### config.mk
export PLATFORM = sky130hd
export DESIGN_NAME = adder_serial_n
export DESIGN_NICKNAME = d
export VERILOG_FILES = /design/src/rtl/adder_serial_n.sv
export SDC_FILE = /design/constraint.sdc
export NUM_CORES = 1
export LEC_CHECK = 0
export ABC_AREA = 1
export ABC_CLOCK_PERIOD_IN_PS = 1900
export BUFFER_PORTS_ARGS = -buffer_cell sky130_fd_sc_hd__buf_2
export CAP_MARGIN = 20
export CORE_ASPECT_RATIO = 1.25
export CORE_MARGIN = 2
export CORE_UTILIZATION = 35
export CTS_BUF_LIST = sky130_fd_sc_hd__clkbuf_2 sky130_fd_sc_hd__clkbuf_4 sky130_fd_sc_hd__clkbuf_8
export DETAILED_ROUTE_END_ITERATION = 12
export GPL_ROUTABILITY_DRIVEN = 0
export PLACE_DENSITY = 0.6
export SYNTH_ARGS = -nofsm -noshare
export SYNTH_HDL_FRONTEND = slang
export SYNTH_SLANG_ARGS = --single-unit
### constraint.sdc
create_clock -name clk_i -period 1.9 [get_ports clk_i]
set_clock_uncertainty 0.05 [all_clocks]
set_input_delay 0.095 -clock clk_i [delete_from_list [all_inputs] [get_ports clk_i]]
set_output_delay 0.095 -clock clk_i [all_outputs]
set_load 0.02 [all_outputs]
### src/rtl/adder_serial_n.sv
// Bit-serial unsigned adder: one full-adder cell plus a carry flop, LSB first, start/done handshake.
// Optional signed-overflow output is enabled by defining ADDER_SERIAL_OVF_EN.
//
// state | meaning
// IDLE  | waiting for start_i; operands latched on the accepting edge
// RUN   | one sum bit per clock, nb_bit clocks
// DONE  | single-cycle done_o pulse, results held
module adder_serial_n #(
  parameter int nb_bit = 8
) (
  input  logic              clk_i,
  input  logic              rst_n_i,
  input  logic              start_i,
  input  logic [nb_bit-1:0] a_i,
  input  logic [nb_bit-1:0] b_i,
  output logic              busy_o,
  output logic              done_o,
  output logic [nb_bit-1:0] sum_o,
  output logic              carry_o
`ifdef ADDER_SERIAL_OVF_EN
  ,
  output logic              ovf_o
`endif
);

  localparam int cw = $clog2(nb_bit);
  localparam logic [cw-1:0] last_cnt = cw'(nb_bit - 1);

  typedef enum logic [1:0] {IDLE, RUN, DONE} state_t;

  state_t            state;
  logic [nb_bit-1:0] a_sh;
  logic [nb_bit-1:0] b_sh;
  logic [nb_bit-1:0] sum_sh;
  logic              carry;
  logic [cw-1:0]     cnt;
  logic              s_bit;
  logic              c_next;

  always_comb begin
    s_bit  = a_sh[0] ^ b_sh[0] ^ carry;
    c_next = (a_sh[0] & b_sh[0]) | (a_sh[0] & carry) | (b_sh[0] & carry);
  end

  always_ff @(posedge clk_i or negedge rst_n_i) begin
    if (!rst_n_i) begin
      state   <= IDLE;
      a_sh    <= '0;
      b_sh    <= '0;
      sum_sh  <= '0;
      carry   <= 1'b0;
      cnt     <= '0;
      busy_o  <= 1'b0;
      done_o  <= 1'b0;
      sum_o   <= '0;
      carry_o <= 1'b0;
`ifdef ADDER_SERIAL_OVF_EN
      ovf_o   <= 1'b0;
`endif
    end else begin
      case (state)
        IDLE: begin
          if (start_i) begin
            a_sh   <= a_i;
            b_sh   <= b_i;
            sum_sh <= '0;
            carry  <= 1'b0;
            cnt    <= '0;
            busy_o <= 1'b1;
            state  <= RUN;
          end
        end
        RUN: begin
          a_sh   <= a_sh >> 1;
          b_sh   <= b_sh >> 1;
          sum_sh <= {s_bit, sum_sh[nb_bit-1:1]};
          carry  <= c_next;
          cnt    <= cnt + 1'b1;
          if (cnt == last_cnt) begin
            sum_o   <= {s_bit, sum_sh[nb_bit-1:1]};
            carry_o <= c_next;
`ifdef ADDER_SERIAL_OVF_EN
            // On the last step a_sh[0]/b_sh[0] are the operand MSBs and s_bit is the sum MSB.
            ovf_o   <= (a_sh[0] == b_sh[0]) && (s_bit != a_sh[0]);
`endif
            busy_o  <= 1'b0;
            done_o  <= 1'b1;
            state   <= DONE;
          end
        end
        DONE: begin
          done_o <= 1'b0;
          state  <= IDLE;
        end
        default: state <= IDLE;
      endcase
    end
  end

endmodule

==> flow_metrics.tcl <==
set metrics [dict create \
    powerDensity_mw_per_mm2 1650 \
    cts_resized 0 \
    finalSetupTns_ps 0 \
    ioPinCount 30 \
    antenna_found_initial 0 \
    period_minus_slack_ps 1500 \
    net-switching-power_mw 1.48 \
    finalCritPeriodShare 0.791 \
    endpoint "sum_o[7]" \
    numCtsBuffers 5 \
    final_common_cell "nand2_1" \
    post-place-cells 312 \
    grt_overflow 0 \
    rr_worst_depth 8 \
    comb_power_share 0.428 \
    layout_common_cells "nand2_1, nand3_1, dfrtp_1, inv_1, buf_2" \
    clock_latency_ps 290 \
    cp.arrival_ps 1640 \
    tightest_slew_ps 512 \
    end_kind "register" \
    use_met1 0.172 \
    path_max_fanout 19 \
    htreeDepth 2 \
    busiest_layer "met2" \
    cts_sinks 40 \
    max-slew-margin-rel 0.659 \
    start_util 0.357 \
    grt_use_met3 0.0372 \
    rows 30 \
    cts_root_buf "clkbuf_8" \
    drv_cap 0 \
    finalWirelength_um 3690 \
    drive_gt1_frac 0.247 \
    synthDistinctLibCells 19 \
    min_path_type "in2reg" \
    seqPwrFrac 0.385 \
    drt_iter0_drc 70 \
    clk_path_buf_depth 2 \
    synth-seq-area-share 0.522 \
    grtUsageTotal 0.139 \
    synth_cells 223 \
    viasPerCell 4.56 \
    max_freq_mhz 666 \
    dpl.hpwl_um 2450 \
    cts_tree "yes" \
    fp.dieW_um 70.2 \
    reg2reg_from "cnt[0]" \
    path_class "reg2reg" \
    slew_violations 0 \
    layout.nets 280 \
    num_vias 1472 \
    post-route-drc-count 0 \
    startpoint "cnt[0]" \
    ir_drop_uv 593 \
    synthesis.area_per_instance_um2 8.60 \
    intPower_mw 2.27 \
    grt_pass1_vias 1489 \
    pre_cts_slack_ps 407 \
    hold_viol_final 0 \
    p_leak_nw 1.25 \
    outcome "completed" \
    portBuffers 29 \
    yosysWarnings 0 \
    ys_seq_elements 40 \
    synthesis.area_mm2 0.00192 \
    finalNonFillerCells 323 \
    finalSetupViolCount 0 \
    grt_pass1_wl_um 6690 \
    sw_frac_of_total 0.394 \
    syn_nets 245 \
    r2r_setup_slack_ps 400 \
    whs_ps 57.8 \
    rsz0062_at_grt "false" \
    grt_max_degree 41 \
    areaGrowthSynthToFinish_pct 18.5 \
    cp-start-kind "register" \
    use_met2 0.235 \
    dr.pass1.iters 4 \
    die_area_mm2 0.00609 \
    die_h_um 86.8 \
    path_clk_slew_ps 80 \
    reg2reg_to "sum_o[7]" \
    insertedDiodeCount 0 \
    wl_per_cell_um 11.4 \
    n_fill_cell 564 \
    coreArea_mm2 0.00537 \
    power_frac_clock 0.186 \
    crit_required_ps 2040 \
    finalWorstSetupSlack_ps 398 \
    postRouteAntennaNets 0 \
]
[final cells by class]
class,count,area [um2],area share
flip-flops and latches,40,1000,0.440
multi-input cells,134,692,0.304
repair buffers,40,248,0.109
inverters,37,141,0.0622
well taps,64,80.1,0.0352
clock buffers,6,76.3,0.0336
clock inverters,2,35.0,0.0154
[layer usage]
layer,vias to the layer above,share of wire,routed length (um)
li1,765,-,-
met2,23,0.48,1770
met3,6,0.039,145
met5,-,0,0
met4,0,0.013,47
met1,678,0.47,1730
[synthesized netlist by cell type (all sizes together)]
cell | instances | area [um2]
inv | 37 | 141
buf | 12 | 83.8
nor2 | 3 | 11.3
ha | 2 | 25.0
nand2 | 63 | 256
nand3 | 45 | 225
dfrtp | 40 | 1000
o21ai | 17 | 134
a21oi | 2 | 13.8
fa | 1 | 20.0
nand4 | 1 | 6.26
[worst min path at each step]
stage | from | endpoint | slack (ps) | cells after the start
after detailed placement | rst_n_i | done_o | 150 | 2
after CTS | a_i[1] | a_sh[1] | 50 | 5
after global placement | rst_n_i | sum_o[0] | 140 | 2
after global routing | a_i[1] | a_sh[1] | 60 | 5
final | b_i[0] | b_sh[0] | 60 | 5
after floorplan | rst_n_i | a_sh[0] | -250 | 0
[power groups by stage]
stage	clock network [mW]	registers, mW	logic [mW]
floorplan	0	1.54	1.13
global placement	0	1.46	1.60
detailed placement	0	1.46	1.63
CTS	0.721	1.45	1.64
global route	0.764	1.50	1.85
finish	0.697	1.44	1.61
[repair_timing]
| item | 4_1_cts | 5_1_grt |
|---|---|---|
| hold endpoints to repair | 42 | 0 |
| hold buffers | 3 | 0 |
| buffers inserted | 0 | 0 |
[through the flow]
stage                      util  instance area (um2)  power [mW]
after floorplan               -                 1920        2.68
after global placement    0.397                 2130        3.06
after detailed placement  0.397                 2130        3.10
after CTS                 0.424                 2270        3.81
after global routing      0.424                 2270        4.11
final                     0.424                 2270        3.75
[flip-flops by register name, summed over array words and instances, names as in the netlist]
name     cells
a_sh         8
b_sh         8
sum_o        8
sum_sh       7
cnt          3
state        2
busy_o       1
carry        1
carry_o      1
done_o       1
[critical path: stages, from the launching register on]
cell	delay, ps
dfrtp_1	410
ha_1	210
ha_1	170
nand2_1	60
inv_1	70
nand2_4	200
inv_1	100
nand2_1	70
nand2_1	50
[cell families (layout without fill, tap and decap cells)]
logic type,after synthesis,count (layout),share of synthesized area
adders and majority gates,3,3,0.0235
and+or+nand+nor,112,112,0.260
AOI/OAI and AO/OA,19,19,0.0770
buffers and inverters,49,85,0.117
DFF,40,40,0.522
Power figures use the tool's default switching activity.
